===== config.mk =====
export PLATFORM = sky130hd
export DESIGN_NAME = dsss_sync_decision
export DESIGN_NICKNAME = d
export VERILOG_FILES = /design/src/rtl/dsss_sync_decision.sv
export SDC_FILE = /design/constraint.sdc
export NUM_CORES = 1
export LEC_CHECK = 0
export BUFFER_PORTS_ARGS = -buffer_cell sky130_fd_sc_hd__buf_2
export CAP_MARGIN = 5
export CORE_MARGIN = 3
export CORE_UTILIZATION = 45
export CTS_CLUSTER_DIAMETER = 100
export CTS_CLUSTER_SIZE = 12
export DETAILED_ROUTE_END_ITERATION = 7
export GPL_TIMING_DRIVEN = 1
export HOLD_SLACK_MARGIN = 0.08
export PLACE_DENSITY = 0.72
export SLEW_MARGIN = 5
export SYNTH_ARGS = -nofsm -noshare
export SYNTH_HDL_FRONTEND = slang
export SYNTH_SLANG_ARGS = --single-unit

===== constraint.sdc =====
create_clock -name clk -period 2.7 [get_ports clk]
set_input_delay 0.405 -clock clk [delete_from_list [all_inputs] [get_ports clk]]
set_output_delay 0.405 -clock clk [all_outputs]
set_load 0.05 [all_outputs]

===== src/rtl/dsss_sync_decision.sv =====
// BPSK hard decision and serial-search lock detector (UNLOCK/VERIFY/LOCK) behind the DSSS correlator.
// Define DIFF_DECODE_EN for DBPSK differential decoding; the default build decodes coherent BPSK.
module dsss_sync_decision #(
  parameter int DUMP_ADDR   = 247,
  parameter int LOCK_HITS   = 3,
  parameter int LOSS_MISSES = 4,
  parameter int CW          = 23
) (
  input  logic          clk,
  input  logic          rst,
  input  logic [7:0]    addr,
  input  logic [CW-1:0] corr,
  input  logic [CW-1:0] th,
  output logic          bit_out,
  output logic          bit_valid,
  output logic          lock,
  output logic          slip,
  output logic [CW-1:0] mag
);

  localparam int HW = $clog2(LOCK_HITS + 1);
  localparam int MW = $clog2(LOSS_MISSES + 1);
  localparam logic [7:0] DUMP = 8'(DUMP_ADDR);

  typedef enum logic [1:0] {UNLOCK, VERIFY, LOCKED} state_t;

  state_t        state_q, state_n;
  logic [HW-1:0] hit_cnt, hit_n;
  logic [MW-1:0] miss_cnt, miss_n;
  logic [7:0]    addr_d;
  logic          strobe, hit, slip_n, valid_n, decision;
  logic [CW-1:0] m;

  // One strobe per symbol, on the first cycle after addr leaves the dump address.
  assign strobe = (addr_d == DUMP) && (addr != DUMP);
  assign m      = corr[CW-1] ? (~corr + {{(CW-1){1'b0}}, 1'b1}) : corr;
  assign hit    = (m >= th);

`ifdef DIFF_DECODE_EN
  logic prev_sign;
  assign decision = corr[CW-1] ^ prev_sign;

  always_ff @(posedge clk or posedge rst) begin
    if (rst)         prev_sign <= 1'b0;
    else if (strobe) prev_sign <= corr[CW-1];
  end
`else
  assign decision = ~corr[CW-1];
`endif

  // NOTE: every always_comb output gets a default first, so no path can infer a latch.
  always_comb begin
    state_n = state_q;
    hit_n   = hit_cnt;
    miss_n  = miss_cnt;
    slip_n  = 1'b0;
    valid_n = 1'b0;
    if (strobe) begin
      valid_n = (state_q == LOCKED);
      case (state_q)
        UNLOCK: begin
          if (hit) begin
            if (LOCK_HITS == 1) begin
              state_n = LOCKED;
              miss_n  = '0;
            end else begin
              state_n = VERIFY;
              hit_n   = HW'(1);
            end
          end else begin
            slip_n = 1'b1;
          end
        end
        VERIFY: begin
          if (hit) begin
            if (hit_cnt + 1'b1 == HW'(LOCK_HITS)) begin
              state_n = LOCKED;
              hit_n   = '0;
              miss_n  = '0;
            end else begin
              hit_n = hit_cnt + 1'b1;
            end
          end else begin
            state_n = UNLOCK;
            hit_n   = '0;
            slip_n  = 1'b1;
          end
        end
        LOCKED: begin
          if (hit) begin
            miss_n = '0;
          end else if (miss_cnt + 1'b1 == MW'(LOSS_MISSES)) begin
            state_n = UNLOCK;
            miss_n  = '0;
            hit_n   = '0;
            slip_n  = 1'b1;
          end else begin
            miss_n = miss_cnt + 1'b1;
          end
        end
        default: begin
          state_n = UNLOCK;
          hit_n   = '0;
          miss_n  = '0;
        end
      endcase
    end
  end

  // NOTE: sequential state uses non-blocking assignments so all flops update together.
  always_ff @(posedge clk or posedge rst) begin
    if (rst) begin
      state_q   <= UNLOCK;
      hit_cnt   <= '0;
      miss_cnt  <= '0;
      addr_d    <= '0;
      bit_out   <= 1'b0;
      bit_valid <= 1'b0;
      lock      <= 1'b0;
      slip      <= 1'b0;
      mag       <= '0;
    end else begin
      state_q   <= state_n;
      hit_cnt   <= hit_n;
      miss_cnt  <= miss_n;
      addr_d    <= addr;
      bit_valid <= valid_n;
      slip      <= slip_n;
      lock      <= (state_n == LOCKED);
      if (strobe) begin
        mag     <= m;
        bit_out <= decision;
      end
    end
  end

endmodule


Yosys cells after proc, flatten, opt, wreduce, memory -nomap -nowiden
Index checks and enable logic that the tools add are counted.
{ "word_totals": {"regBits": 42, "in_bits": 56, "out_inout_bits": 27, "word_cells": 58} }
{ "op_classes": {"n_addsub": 3, "n_lt_le_gt_ge": 1, "eq_ne": 12, "n_mux": 25, "bitwise_logic": 3, "reduce_logical": 5} }
{ "ops": {"columns": ["op", "count"], "rows": [
  ["$add 23x1->23 const B", 1],
  ["$ge 23x23->1", 1],
  ["$mux 23", 1],
  ["$not 23->23", 1],
  ["$mux 2", 11],
  ["$mux 3", 4],
  ["$pmux 2 s3", 2],
  ["$pmux 3 s3", 1],
  ["$eq 8x8->1 const B", 1],
  ["$ne 2x2->1 const B", 4],
  ["$ne 8x8->1 const B", 1],
  ["$reduce_and 4->1", 2],
  ["$eq 2x2->1 const B", 3],
  ["$mux 1", 5],
  ["$add 3x1->3 const B", 1],
  ["$eq 3x3->1 const B", 1],
  ["$add 2x1->2 const B", 1],
  ["$eq 2x1->1 const B", 1],
  ["$logic_not 2->1", 1],
  ["$ne 2x1->1 const B", 1],
  ["$not 1->1", 2],
  ["$pmux 1 s2", 1],
  ["$reduce_or 2->1", 1],
  ["$logic_and 1x1->1", 1]
]} }

Logic depth before layout (Yosys ltp)
Gate-level depths: netlist (run 1).
{ "depth": {"word_depth": 8, "ltp_mapped": 15, "depth_no_buf": 15} }

Least setup slack after synthesis (run 1)
OpenSTA, ideal clock, no wires.
{ "synth_path": {"path_kind": "input port to flip-flop", "from": "input corr[8]", "to": "register lock", "setup_time_ns": 0.126, "arrival_ns": 3.605, "required_ns": 2.574, "path_slack_ns": -1.031, "path_stages": 14, "path_buffers": 0, "cell_sequence": "nor4_2 nand4b_1 or4_4 or3_4 o31ai_4 xnor2_1 ha_1 nand4_1 nor2_1 a221oi_1 nand2_1 nor2_1 a21oi_1 a311o_1"} }
{ "synth_between": {"elab_chain_len": 8, "elab_cells_between_ends": 10, "classes_between": "1 x add/sub; 1 x order compare; 1 x eq/ne; 6 x mux; 1 x bitwise"} }
{ "synth_rtl": {"columns": ["item", "line", "rtl"], "rows": [
  ["start, declared", "12", "input logic [CW-1:0] corr,"],
  ["$not 23->23 (*)", "36", "assign m = corr[CW-1] ? (~corr + {{(CW-1){1'b0}}, 1'b1}) : corr;"],
  ["$add 23x1->23 (*)", "36", null],
  ["$mux 23 (*)", "36", null],
  ["via m[20]", "32", "logic [CW-1:0] m;"],
  ["$ge 23x23->1 (*)", "37", "assign hit = (m >= th);"],
  ["$mux 2, on equally long branches", "90, 62, 75", null],
  ["$pmux 2 s3 (*)", "60", "case (state_q)"],
  ["$mux 2 (*)", "58", "if (strobe) begin"],
  ["$eq 2x2->1 (*)", "129", "lock <= (state_n == LOCKED);"],
  ["end signal, assigned", "129", null],
  ["end, declared", "16", "output logic lock,"]
]} }
Mark *: on every way through the listed nets, which the timed path passes. The rest lies on a longest branch.
A chain may end at the register's enable or synchronous reset.

Worst setup path in the final report (run 1)
{ "layout_path": {"from": "input corr[8]", "to": "register hit_cnt[0]"} }
{ "layout_between": {"elab_chain_len": 6, "elab_cells_between_ends": 9, "classes_between": "1 x add/sub; 1 x order compare; 2 x eq/ne; 3 x mux; 1 x bitwise; 1 x reduce/logical"} }
{ "layout_rtl": {"columns": ["item", "line", "rtl"], "rows": [
  ["$not 23->23 (*)", "36", null],
  ["$add 23x1->23 (*)", "36", null],
  ["$mux 23 (*)", "36", null],
  ["via m[20]", "32", null],
  ["$ge 23x23->1 (*)", "37", null],
  ["$mux 2 / $ne 2x2->1 (equally long branches)", null, null],
  ["$pmux 2 s3 / $reduce_and 4->1 (equally long branches)", null, null],
  ["end signal, assigned", "124", "hit_cnt <= hit_n;"],
  ["end, declared", "28", "logic [HW-1:0] hit_cnt, hit_n;"]
]} }
Marked as above.

==> results by stage, run 1 <==
STA:
- Hold is met by 0.137 ns.
- The fmax is 278 MHz.
- The final critical-path required period is 3.60 ns.
- The number of max-slew violations in the final report came to 0.
- The final-report setup violation count is 9.
- The remaining max-slew budget at the tightest pin is 48.2%.
- For the final database, setup skew stands at 0.0104 ns.
- The ratio of final minimum period to clock period is 133%.
- The least setup slack across all paths after layout is -0.896 ns.
- The number of endpoints with negative hold slack in the final report is 0.
- The measured slew at the worst slew-check pin is 0.772 ns.
- Setup repair after global routing could not meet its margin everywhere.

Setup path:
- The endpoint kind of the worst setup timing path is a flop.
- The buffers plus inverters on the worst setup path is 1.
- The setup path with the least slack is of type input port to flop.
- The critical path goes through buf_8 > nor4_4 > nand4b_1 > or4_4 > or3_4 > o31ai_4 > xnor2_2 > ha_1 > a21oi_1 > nand2_1 > a221oi_2 > nand2_1 > or3_4 > o221ai_2 > o41ai_1.
- Across all register-to-register paths, the minimum setup slack is 1.00 ns.
- The peak fanout along the critical path is 3.
- For the worst flop-to-flop path, the logic depth is 6.
- The capturing point of the worst reg2reg path is hit_cnt[0].
- The cell with the biggest individual delay on the critical path is sky130_fd_sc_hd__or4_4.
- Among cell families on the critical path, the largest total delay comes from simple AND/OR/NAND/NOR gates.
- The critical path data arrival time is 3.76 ns.
- The maximum single-stage delay on the critical path is 0.44 ns.
- STA classifies the critical path startpoint as an input port.
- The critical path runs through a total of 15 cells.
- The origin of the critical flop-to-flop path is addr_d[3].
- STA puts the critical path data required time at 2.87 ns.

Routing:
- The routed layout has 2491 vias.
- The routed wire length is 6790 um.
- The number of design rule violations left after detail routing is 0.
- The first TritonRoute pass finished after 4 iterations.
- After detailed routing, the average wire length per cell comes to 14.2 um.
- Once detail routing completed, the nets flagged for antenna violations numbered 0.
- The routed via count divided by cell count is 5.22.
- The first-iteration detailed-routing DRC count is 81.

Placed design:
- Routability-driven placement finished with a final weighted congestion of 0.843.
- The wire-length estimate of the detail-placed layout is 5410 um.
- The worst setup timing slack at the placement stage is -1.26 ns.
- The count of buffers inserted at the top-level ports is 82.

Yosys:
- Ranked by instance count, the synthesized netlist is headed by 42 x sky130_fd_sc_hd__dfrtp_1, 29 x sky130_fd_sc_hd__nand2_1, 26 x sky130_fd_sc_hd__ha_1, 26 x sky130_fd_sc_hd__inv_1, 22 x sky130_fd_sc_hd__mux2_2.
- The number of nets in the synthesized netlist is 349.
- The synthesized design contains 0 enable-type register cells.
- The share of flip-flops with an asynchronous set or reset is 100%.
- The total of flip-flops plus latches after synthesis is 42.
- By area the synthesized netlist is led by sky130_fd_sc_hd__dfrtp_1 39%, sky130_fd_sc_hd__ha_1 12%, sky130_fd_sc_hd__mux2_2 9.3%, sky130_fd_sc_hd__xnor2_1 5.6%, sky130_fd_sc_hd__nand2_1 4.1%.
- The total standard cell area after synthesis is 2670 sq um.
- The number of different library cells in the post-synthesis netlist is 43.
- Averaged over all synthesized cells, the footprint is 10.0 sq um.
- Of the post-synthesis cell area, the dominant cell type holds 39.3%.
- In the synthesized netlist, the number of instances is 267.
- For this run, the leading register cell type out of synthesis is sky130_fd_sc_hd__dfrtp_1.
- The cell with the most instances after synthesis is sky130_fd_sc_hd__dfrtp_1.
- The share of the Yosys chip area taken by registers is 39.3%.
- The top cell type by total area after synthesis is sky130_fd_sc_hd__dfrtp_1.
- The total number of yosys warnings is 0.

Clock network:
- The source-to-sink clock delay at the later pin of the worst-skew pair is 0.30 ns.
- The CTS clock-pin slew for the worst setup and hold paths is 0.09 ns.
- In this run, CTS created clock tree buffers numbering 5.
- TritonCTS built the clock tree.
- The tree is rooted in a sky130_fd_sc_hd__clkbuf_8.
- CTS built an H-tree with a depth of 2.
- The post-cts hold buffer count is 0.
- The clock passes through at most 2 buffers.
- CTS saw 42 sinks.

Outcome:
- The run finished, with violations left.
- The final reports fail on negative setup slack.

Power and ir drop:
- In this run the static leakage power is 1.99 nW.
- Dividing total power by cell area gives a power density of 481 nW/um^2.
- The peak ir drop on the vdd network is 226 uV.

Die:
- The die height is 83.0 um.
- The core footprint is 5640 sq um.
- In this run the core area contains 27 standard-cell rows.
- The starting density of the core is 47.3%.
- Measured along the x axis, the die boundary spans 83.0 um.
- The number of primary I/O pins is 83.
- The total die area is 6900 sq um.

Global route:
- The number of antenna violations at the first check in global routing is 0.
- The global route total overflow is 0.
- Global routing consumed, over all layers together, 20.0% of the routing resources.
- The global-route wire length before repair is 11600 um.
- Entering global routing, the biggest net connects 23 pins.
- The via count of the first global-routing pass is 2571.

Layout:
- From synthesis to final layout, the design area changed by 42.5%.
- The filler cell count in the final layout is 457.
- The final net count is 486.
- Cells fill 67.5% of the core in the end.
- The count of antenna diodes in the layout is 0.
- Of the cells placed in the final design, the portion with a size suffix greater than 1 is 45.9%.

Hold path:
- The worst hold path belongs to the class input port to asynchronous set/reset pin.

Run:
- Across the run, the number of max-cap violations was 0.
## how the worst max path moves through the flow
stage / startpoint / slack (ns) / to
floorplan: corr[8] / -0.81 / hit_cnt[0]
global placement: corr[8] / -1.12 / hit_cnt[0]
detailed placement: corr[8] / -1.26 / hit_cnt[0]
CTS: corr[8] / -0.87 / hit_cnt[1]
global route: corr[8] / -1.10 / hit_cnt[0]
finish: corr[8] / -0.90 / hit_cnt[0]
## worst register-to-register path: stages, from the launching register on
cell and delay, ns:
sky130_fd_sc_hd__dfrtp_1 0.36, sky130_fd_sc_hd__nand4b_1 0.16, sky130_fd_sc_hd__nor2_1 0.18, sky130_fd_sc_hd__o21ai_4 0.19, sky130_fd_sc_hd__or3_4 0.46, sky130_fd_sc_hd__o221ai_2 0.15, sky130_fd_sc_hd__o41ai_1 0.09
## cell usage in the layout, fill, tap and decap left out, drive strengths merged, types with 3 or more instances in the layout
master and n:
a21oi 12, buf 137, clkbuf 6, dfrtp 42
ha 26, inv 25, mux2 22, nand2 29
nand2b 3, nand3 3, nand4 6, nand4b 4
nor2 12, nor2b 3, o21ai 15, o31ai 4
o41ai 6, or3 3, xnor2 17, xor2 3
## cell families (layout without fill, tap and decap cells)
group / after synthesis / count (layout) / synth area share [%]
muxes: 23 / 23 / 9.65
AOI/OAI and AO/OA: 49 / 49 / 12.5
adders and majority gates: 26 / 26 / 12.2
DFF: 42 / 42 / 39.3
xor gates and xnor gates: 20 / 20 / 6.56
and+or+nand+nor: 74 / 74 / 15.2
buffers and inverters: 33 / 171 / 4.64
## area by class of cell
| class | instances | area, sq um | area share, % |
|---|---|---|---|
| clock buffer | 6 | 82.6 | 2.17 |
| clock inverter | 2 | 60.1 | 1.58 |
| inverter | 26 | 97.6 | 2.56 |
| multi-input combinational | 192 | 1570 | 41.4 |
| sequential | 42 | 1050 | 27.6 |
| tap | 72 | 90.1 | 2.37 |
| timing repair buffer | 137 | 851 | 22.4 |
## routing by layer
metal | part of all wire, % | wire length (um) | global-route usage [%]
met5 | 0 | 0 | 0
met4 | 1.2 | 82 | 5.05
met3 | 4.9 | 330 | 4.86
met2 | 50 | 3360 | 34.5
met1 | 44 | 3010 | 25.2
## sequential cells by signal, summed over array words and instances, names as in the netlist, 2 cells and up
name / count
addr_d: 8
mag: 23
state_q: 2
miss_cnt: 3
hit_cnt: 2
## through the flow
stage	TNS [ns]	instance area [sq um]	total power [W]	std cells
6_report	-7.39	3810	0.00183	477
5_1_grt	-9.28	3810	0.00192	477
4_1_cts	-7.01	3760	0.00184	475
3_5_place_dp	-9.90	3570	0.00120	464
3_3_place_gp	-8.98	3570	0.00118	464
2_1_floorplan	-5.87	2710	0.000989	267
## power breakdown
group	total, W	internal, W	switching (W)
Sequential	0.000686	0.000667	0.0000195
Clock	0.000626	0.000395	0.000232
Combinational	0.000517	0.000218	0.000299
Total	0.00183	0.00128	0.000550
## repair_timing
item                       in CTS  in global routing
setup buffers                   3                  2
gates resized for setup         6                  5
hold endpoints to repair        0                  0
pin swaps                       4                  4
setup endpoints to repair       9                  9
Note: power is estimated with default switching activity, not from simulation.
==> run 2: changes to the inputs <==
--- a/config.mk
+++ b/config.mk
@@ -7,7 +7,7 @@
 export LEC_CHECK = 0
 export BUFFER_PORTS_ARGS = -buffer_cell sky130_fd_sc_hd__buf_2
 export CAP_MARGIN = 5
-export CORE_MARGIN = 3
+export CORE_MARGIN = 4
 export CORE_UTILIZATION = 45
 export CTS_CLUSTER_DIAMETER = 100
 export CTS_CLUSTER_SIZE = 12
==> results by stage, run 2 (synthesis gave the netlist of run 1 again) <==
Clock network:
- The count of H-tree levels built during CTS is 2.
- The CTS tree is built.
- The later pin in the worst-skew pair is clocked with a latency of 0.30 ns.
- The sink count of the clock tree is 42.
- The number of CTS-inserted buffers is 5.
- The longest clock path from root to sink contains 2 buffers.
- The CTS clock-pin slew for the worst setup and hold paths is 0.08 ns.
- The master cell of the clock root buffer is sky130_fd_sc_hd__clkbuf_8.

Hold path:
- In this run the most critical hold path is launched from addr[7].
- For hold timing, the worst endpoint is addr_d[7].
- The depth of the worst hold-timing path is 1.
- The class of the tightest hold or removal check is input port to flop.

STA:
- The least setup slack across all paths after layout is -0.906 ns.
- The number of max-slew violations in the final report was 0.
- Setup repair after global routing could not meet its margin everywhere.
- The sum of negative setup slack is -7.22 ns.
- The fmax is 277 MHz.
- Setup violations remaining at the end of the flow were counted as 9.
- After layout, the worst path uses 134% of the clock period.
- The number of endpoints with negative hold slack in the final report is 0.
- The setup clock skew after layout is 0.00802 ns.
- In this run the tightest slew margin relative to its limit is 69.8%.
- The measured slew at the worst slew-check pin is 0.451 ns.
- The worst path in the final design needs a cycle of 3.61 ns, including I/O delays and setup.

Setup path:
- The number of buffers and inverters on the critical path is 1.
- The slowest stage of the critical path is the sky130_fd_sc_hd__or4_4 cell.
- The endpoint kind of the worst setup timing path is a flop.
- The peak fanout along the critical path is 3.
- For this run, the slowest stage of the critical path takes 0.44 ns.
- The origin of the critical flop-to-flop path is addr_d[3].
- The worst setup path category is input port to flop.
- The signal on the critical path passes through buf_6 > nor4_4 > nand4b_1 > or4_4 > or3_4 > o31ai_4 > xnor2_2 > ha_1 > nand4_1 > nor2_1 > a221oi_2 > nand2_1 > or3_4 > o221ai_2 > o41ai_2.
- Data on the critical path is required at its endpoint by 2.86 ns.
- The most numerous cell type found on the critical path is sky130_fd_sc_hd__or3_4.
- The kind of cell adding the most delay to the critical path is simple AND/OR/NAND/NOR gates.
- The number of cells on the worst reg-to-reg path is 6.
- STA classifies the critical path startpoint as an input port.
- The critical path data arrival time is 3.77 ns.
- The setup check on the worst reg-to-reg path leaves a slack of 0.93 ns.
- The capturing point of the worst reg2reg path is hit_cnt[0].

Power and ir drop:
- The proportion of power drawn by flip-flops and latches is 41.3%.
- The switching share of power is 33.6%.
- In this run, the combinational gates consume 32.2% of the power.
- The peak ir drop on the vdd network is 286 uV.
- The leakage power is 2.03 nW.
- In this run the power spent charging and discharging nets is 0.000559 W.
- The power per cell area is 429 nW/um^2.
- In this run, the clock network consumes 26.5% of the power.
- The design internal power is 0.00110 W.

Layout:
- The flip-flop count of the largest register after layout is 23.
- In the layout the commonest cells are 80 x sky130_fd_sc_hd__buf_2, 58 x sky130_fd_sc_hd__buf_4, 42 x sky130_fd_sc_hd__dfrtp_1.
- The final core utilization is 68.7%.
- The largest registers in the layout are mag (23), addr_d (8), miss_cnt (3).
- The share of post-route cells with drive strength above 1 is 47.3%.
- Relative to the synthesized area, the layout overhead comes to 45.0%.
- The library cell used most frequently in the layout, excluding fill and tap cells, is sky130_fd_sc_hd__buf_2.
- The repair_antennas step left the layout with diodes totalling 0.
- The most flop-heavy register is mag.
- The final net count is 493.

Placed design:
- Detailed placement finished with a half-perimeter wire length of 5510 um.
- The worst setup timing slack at the placement stage is -1.29 ns.
- The count of buffers inserted at the top-level ports is 82.
- The last weighted congestion value of the routability-driven placer is 0.812.

Routing:
- Wires add up to 7120 um.
- The average wire length per cell after detail routing is 14.7 um.
- In the routed layout, each cell is associated on average with a via count of 5.15.
- In the routed design, unresolved DRC markers number 0.
- The total via count after detailed routing is 2493.
- The number of search-and-repair iterations in the first detailed-routing pass is 4.
- Once detail routing completed, the nets flagged for antenna violations numbered 0.
- The detailed router finished its first iteration with 86 violations.

Global route:
- The global-route wire length before repair is 12000 um.
- The total overflow left after global routing is 0.
- Global routing used 20.1% of the available tracks across all layers.
- The number of antenna violations at the first check in global routing is 0.
- The pin count of the biggest net entering global routing is 32.
- The via count of the first global-routing pass came to 2719.

Die:
- The number of primary I/O pins is 83.
- The core footprint is 5640 sq um.
- The starting density of the core is 47.3%.
- The number of placement rows is 27.
- The total die area is 7230 sq um.
- The die height is 85.0 um.
- The die is 85.0 um wide.

Outcome:
- The final reports fail on negative setup slack.
- The run finished, with violations left.

Run:
- The total of max-cap violations is 0.
run 2: cell count changes in the layout (fill, tap and decap cells not counted), sizes merged:
cell	previous run	this run
dlygate4sd3	0	1
bufinv	2	0
buf	137	143
clkinvlp	0	1
clkinv	1	2
run 2: worst max path at each step:
stage                        from  slack, ns  cells past startpoint    endpoint
after floorplan           corr[8]      -0.81                     14  hit_cnt[0]
after global placement    corr[8]      -1.11                     15  hit_cnt[0]
after detailed placement  corr[8]      -1.29                     14  hit_cnt[0]
after CTS                 corr[7]      -0.90                     15  hit_cnt[0]
after global routing      corr[9]      -1.10                     16        lock
final                     corr[9]      -0.91                     15  hit_cnt[0]
run 2: worst reg2reg max path, stage by stage (launching register included):
cell and delay (ns):
sky130_fd_sc_hd__dfrtp_1 0.38, sky130_fd_sc_hd__nand4b_1 0.16, sky130_fd_sc_hd__nor2_1 0.18, sky130_fd_sc_hd__o21ai_4 0.17, sky130_fd_sc_hd__or3_4 0.47, sky130_fd_sc_hd__o221ai_2 0.17, sky130_fd_sc_hd__o41ai_2 0.11
run 2: area by class of cell:
type	count	area, sq um
Sequential cell	42	1050
Timing Repair Buffer	144	922
Inverter	26	97.6
Fill cell	419	1770
Clock buffer	6	82.6
Tap cell	72	90.1
Clock inverter	2	12.5
Multi-Input combinational cell	192	1620
run 2: what timing repair did:
action	4_1_cts	5_1_grt
gates resized for setup	11	5
hold buffers	0	1
pin swaps	9	6
buffers inserted	5	4
setup endpoints to repair	9	9
endpoints found under the hold margin	0	6
run 2: power by group through the flow:
| stage | Clock [W] | Combinational, W | Sequential, W |
|---|---|---|---|
| after floorplan | 0 | 0.000183 | 0.000805 |
| after global placement | 0 | 0.000486 | 0.000697 |
| after detailed placement | 0 | 0.000498 | 0.000699 |
| after CTS | 0.000449 | 0.000518 | 0.000687 |
| after global routing | 0.000474 | 0.000584 | 0.000693 |
| final | 0.000440 | 0.000536 | 0.000687 |
run 2: per-layer routing:
metal	share of wire [%]	GRT usage, %	vias up
met1	42	23.8	1182
met3	5.3	4.47	7
li1	-	-	1239
met2	51	36.3	65
met5	0	0	-
met4	0.87	5.76	0
run 2: through the flow:
step | area [sq um] | power [W] | hold WS [ns] | instances
detailed placement | 3580 | 0.00120 | 0.474 | 465
global placement | 3580 | 0.00118 | 0.471 | 465
global route | 3870 | 0.00175 | 0.209 | 484
floorplan | 2710 | 0.000989 | 0.436 | 267
finish | 3870 | 0.00166 | 0.224 | 484
CTS | 3770 | 0.00165 | 0.222 | 478
==> run 3: changes to the inputs <==
--- a/config.mk
+++ b/config.mk
@@ -5,6 +5,7 @@
 export SDC_FILE = /design/constraint.sdc
 export NUM_CORES = 1
 export LEC_CHECK = 0
+export ABC_AREA = 1
 export BUFFER_PORTS_ARGS = -buffer_cell sky130_fd_sc_hd__buf_2
 export CAP_MARGIN = 5
 export CORE_MARGIN = 4
@@ -14,7 +15,7 @@
 export DETAILED_ROUTE_END_ITERATION = 7
 export GPL_TIMING_DRIVEN = 1
 export HOLD_SLACK_MARGIN = 0.08
-export PLACE_DENSITY = 0.72
+export PLACE_DENSITY = 0.7
 export SLEW_MARGIN = 5
 export SYNTH_ARGS = -nofsm -noshare
 export SYNTH_HDL_FRONTEND = slang
==> results by stage, run 3 <==
STA:
- The number of endpoints with negative hold slack in the final report is 0.
- Setup repair after global routing could not meet its margin everywhere.
- The measured slew at the worst slew-check pin is 0.905 ns.
- The sum of negative setup slack is -0.263 ns.
- Between clock sinks in the finished design, the worst skew comes to 0.00706 ns.
- Setup violations remaining at the end of the flow were counted as 6.
- The number of max-slew violations in the final report is 0.
- The least setup slack across all paths after layout is -0.0679 ns.
- The ratio of final minimum period to clock period is 103%.
- The worst pin sits at a relative slew slack of 39.6%.
- The fmax is 361 MHz.
- After layout, the minimum clock period comes to 2.77 ns.

Setup path:
- On the worst path, the slowest cell contributes a delay of 0.26 ns.
- The worst setup path category is input port to flop.
- The critical path data arrival time is 2.99 ns.
- The cell repeated most along the worst path is sky130_fd_sc_hd__nor2_4.
- The required time of the worst setup path is 2.93 ns.
- The worst setup path is launched from an input port.
- The worst setup path is captured at a flop.
- The peak fanout along the critical path is 8.
- The critical path goes through buf_8 > inv_8 > ha_4 > inv_4 > nor3_4 > inv_2 > nor2_4 > nand2_4 > nor2_4 > nand2_2 > nand2_4 > xor2_4 > ha_4 > buf_4 > buf_4 > nand4_1 > nor2_2 > nor2_4 > nand3_4 > o21ai_4 > nand2_1 > o21ai_1.
- The cell with the biggest individual delay on the critical path is sky130_fd_sc_hd__o21ai_4.

Clock network:
- The CTS tree is built.
- The count of H-tree levels built during CTS is 2.
- The master cell of the clock root buffer is sky130_fd_sc_hd__clkbuf_8.
- The number of CTS-inserted buffers is 5.
- Clock-pin slew was measured on the worst setup and hold paths at 0.09 ns.
- The post-cts hold buffer count is 0.
- Clock tree synthesis found a total of 42 sinks.
- The largest buffer count on any clock path is 2.
- For the worst-skew pair, the clock arrives at the later sink with an insertion delay of 0.30 ns.

Global route:
- The global route total overflow is 0.
- The first global-routing pass estimated 13000 um of wire.
- The number of antenna violations at the first check in global routing came to 0.
- The pin count of the biggest net entering global routing is 43.
- The via count of the first global-routing pass came to 2864.
- In the global route stage, overall resource usage came out at 19.0%.

Power and ir drop:
- The proportion of power drawn by flip-flops and latches is 36.6%.
- The design internal power is 0.00126 W.
- The power per cell area is 448 nW/um^2.
- The switching share of power is 32.9%.
- Total power for the finished layout comes to 0.00188 W.
- IR analysis of the VDD net gives a maximum drop of 202 uV.
- The leakage power is 2.47 nW.
- Combinational logic burns 31.0% of the power.
- The clock share of power is 32.4%.
- The power dissipated by switching net loads is 0.000618 W.

Placed design:
- At the end of routability-driven placement, the weighted congestion stood at 0.898.
- Buffers placed on the I/O ports in this run total 82.
- After legalization and detailed placement, the total HPWL measured 6090 um.

Routing:
- In the routed design, unresolved DRC markers number 0.
- The detail route stage leaves a number of antenna-violating nets equal to 0.
- The average wire length per cell after detail routing is 12.6 um.
- In the routed layout, each cell is associated on average with a via count of 4.72.
- The first-iteration detailed-routing DRC count is 102.
- For this run, the detailed router's first-pass iteration total came to 4.
- The total via count after detailed routing is 2945.
- The routed design has 7880 um of wire.

Yosys:
- The top cell type by total area after synthesis is sky130_fd_sc_hd__dfrtp_1.
- The total of flip-flops plus latches after synthesis is 42.
- Counting flops with a built-in enable in the synthesized netlist gives 0.
- The commonest register cell after synthesis is sky130_fd_sc_hd__dfrtp_1.
- In this run, distinct cell masters in the synthesized netlist total 40.
- Counting every net in the synthesized netlist gives 498.
- During synthesis, Yosys emitted a total of 0 warnings.
- Each instance of the synthesized netlist takes up on average 7.36 sq um.
- The synthesized netlist occupies a cell area of 3060 sq um.
- The share of Yosys cell area claimed by the top area cell type is 34.3%.
- The cell count after synthesis came out at 416.
- By area the synthesized netlist is led by sky130_fd_sc_hd__dfrtp_1 34%, sky130_fd_sc_hd__nand2_1 17%, sky130_fd_sc_hd__ha_1 11%, sky130_fd_sc_hd__inv_1 7.6%, sky130_fd_sc_hd__xor2_1 4.0%.
- By instance count, the leading cell after synthesis is sky130_fd_sc_hd__nand2_1.
- The commonest cells after synthesis are 139 x sky130_fd_sc_hd__nand2_1, 62 x sky130_fd_sc_hd__inv_1, 42 x sky130_fd_sc_hd__dfrtp_1.
- The share of flip-flops with an asynchronous set or reset is 100%.
- The share of synthesized area occupied by flip-flops and latches is 34.3%.

Layout:
- The largest registers in the layout are mag (23), addr_d (8), miss_cnt (3).
- After the last flow step, the layout net total stands at 628.
- From synthesis to final layout, the design area changed by 37.0%.
- The register with the most flip-flops in the final layout is mag.
- The share of post-route cells with drive strength above 1 is 36.2%.
- The most common cell after layout, fill and taps aside is sky130_fd_sc_hd__nand2_1.
- 0 antenna diodes ended up in the layout.
- The flip-flop count of the largest register after layout is 23.
- The library cells used most frequently in the layout, excluding fill and tap cells, are 128 x sky130_fd_sc_hd__nand2_1, 80 x sky130_fd_sc_hd__buf_2, 61 x sky130_fd_sc_hd__inv_1.

Outcome:
- The final reports fail on negative setup slack.
- The flow ran to the end, but the final reports show violations.

Die:
- The floorplan has 29 rows.
- The starting density of the core is 47.1%.
- In this run the standard cell core region covers 6490 sq um.
- The die covers 8190 sq um.
- The die height is 90.5 um.
- The die outline width is 90.5 um.
- The number of primary I/O pins is 83.

Run:
- The total of max-cap violations is 0.

Hold path:
- The class of the tightest hold or removal check is input port to asynchronous set/reset pin.
[run 3: cell type report]
type	instances	area, sq um
Timing Repair Buffer	130	787
Tap cell	77	96.3
Sequential cell	42	1050
Fill cell	562	2300
Clock inverter	3	68.8
Multi-Input combinational cell	294	1830
Inverter	73	289
Clock buffer	5	68.8
[run 3: per-stage QoR]
stage | util [%] | worst slack (ns) | area (sq um) | std cells | hold slack (ns)
global route | 64.6 | -0.237 | 4200 | 624 | 0.211
CTS | 61.9 | 0.00344 | 4020 | 619 | 0.224
global placement | 59.6 | -0.239 | 3870 | 611 | 0.456
finish | 64.6 | -0.0679 | 4200 | 624 | 0.223
floorplan | - | 0.0000298 | 3080 | 416 | 0.436
detailed placement | 59.6 | -0.317 | 3870 | 611 | 0.459
[run 3: layer usage]
| metal | vias to the layer above | part of all wire, % | track usage (%) |
|---|---|---|---|
| met1 | 1303 | 45 | 25.4 |
| met5 | - | 0 | 0 |
| met3 | 8 | 5.6 | 3.33 |
| met4 | 0 | 1.1 | 3.83 |
| li1 | 1546 | - | - |
| met2 | 88 | 48 | 32.1 |
[run 3: logic make-up after synthesis]
| group | Yosys count | synth area share (%) |
|---|---|---|
| xor+xnor | 17 | 5.35 |
| flops | 42 | 34.3 |
| compound gates | 33 | 6.87 |
| fa+ha+maj | 26 | 10.6 |
| buf+inv | 80 | 10.1 |
| simple gates | 218 | 32.8 |
[run 3: worst paths after layout]
check                          start           to  slack [ns]  cells after the start
setup reg to reg           addr_d[3]         slip        0.81                      7
setup / recovery             corr[1]  miss_cnt[2]       -0.07                     22
min in group clk             addr[0]    addr_d[0]        0.22                      1
hold / removal                   rst   state_q[1]        0.22                      3
max in group asynchronous        rst       mag[8]        2.11                      3
hold reg to reg               mag[5]       mag[5]        0.48                      2
[run 3: critical path, delay by kind of cell]
family | cells | cell delay (ns)
buf+inv | 6 | 0.52
xor+xnor | 1 | 0.18
simple gates | 11 | 1.18
compound gates | 2 | 0.34
fa+ha+maj | 2 | 0.36
[run 3: what timing repair did]
item | 4_1_cts | 5_1_grt
endpoints found under the setup margin | 6 | 9
setup buffers | 0 | 5
resized for setup | 3 | 33
pin swaps | 1 | 20
hold endpoints to repair | 0 | 0
[run 3: power groups by stage]
stage	combinational, W	clock, W	sequential, W
4_1_cts	0.000549	0.000610	0.000687
3_5_place_dp	0.000545	0	0.000699
6_report	0.000582	0.000609	0.000687
2_1_floorplan	0.000235	0	0.000804
3_3_place_gp	0.000534	0	0.000698
5_1_grt	0.000647	0.000638	0.000693
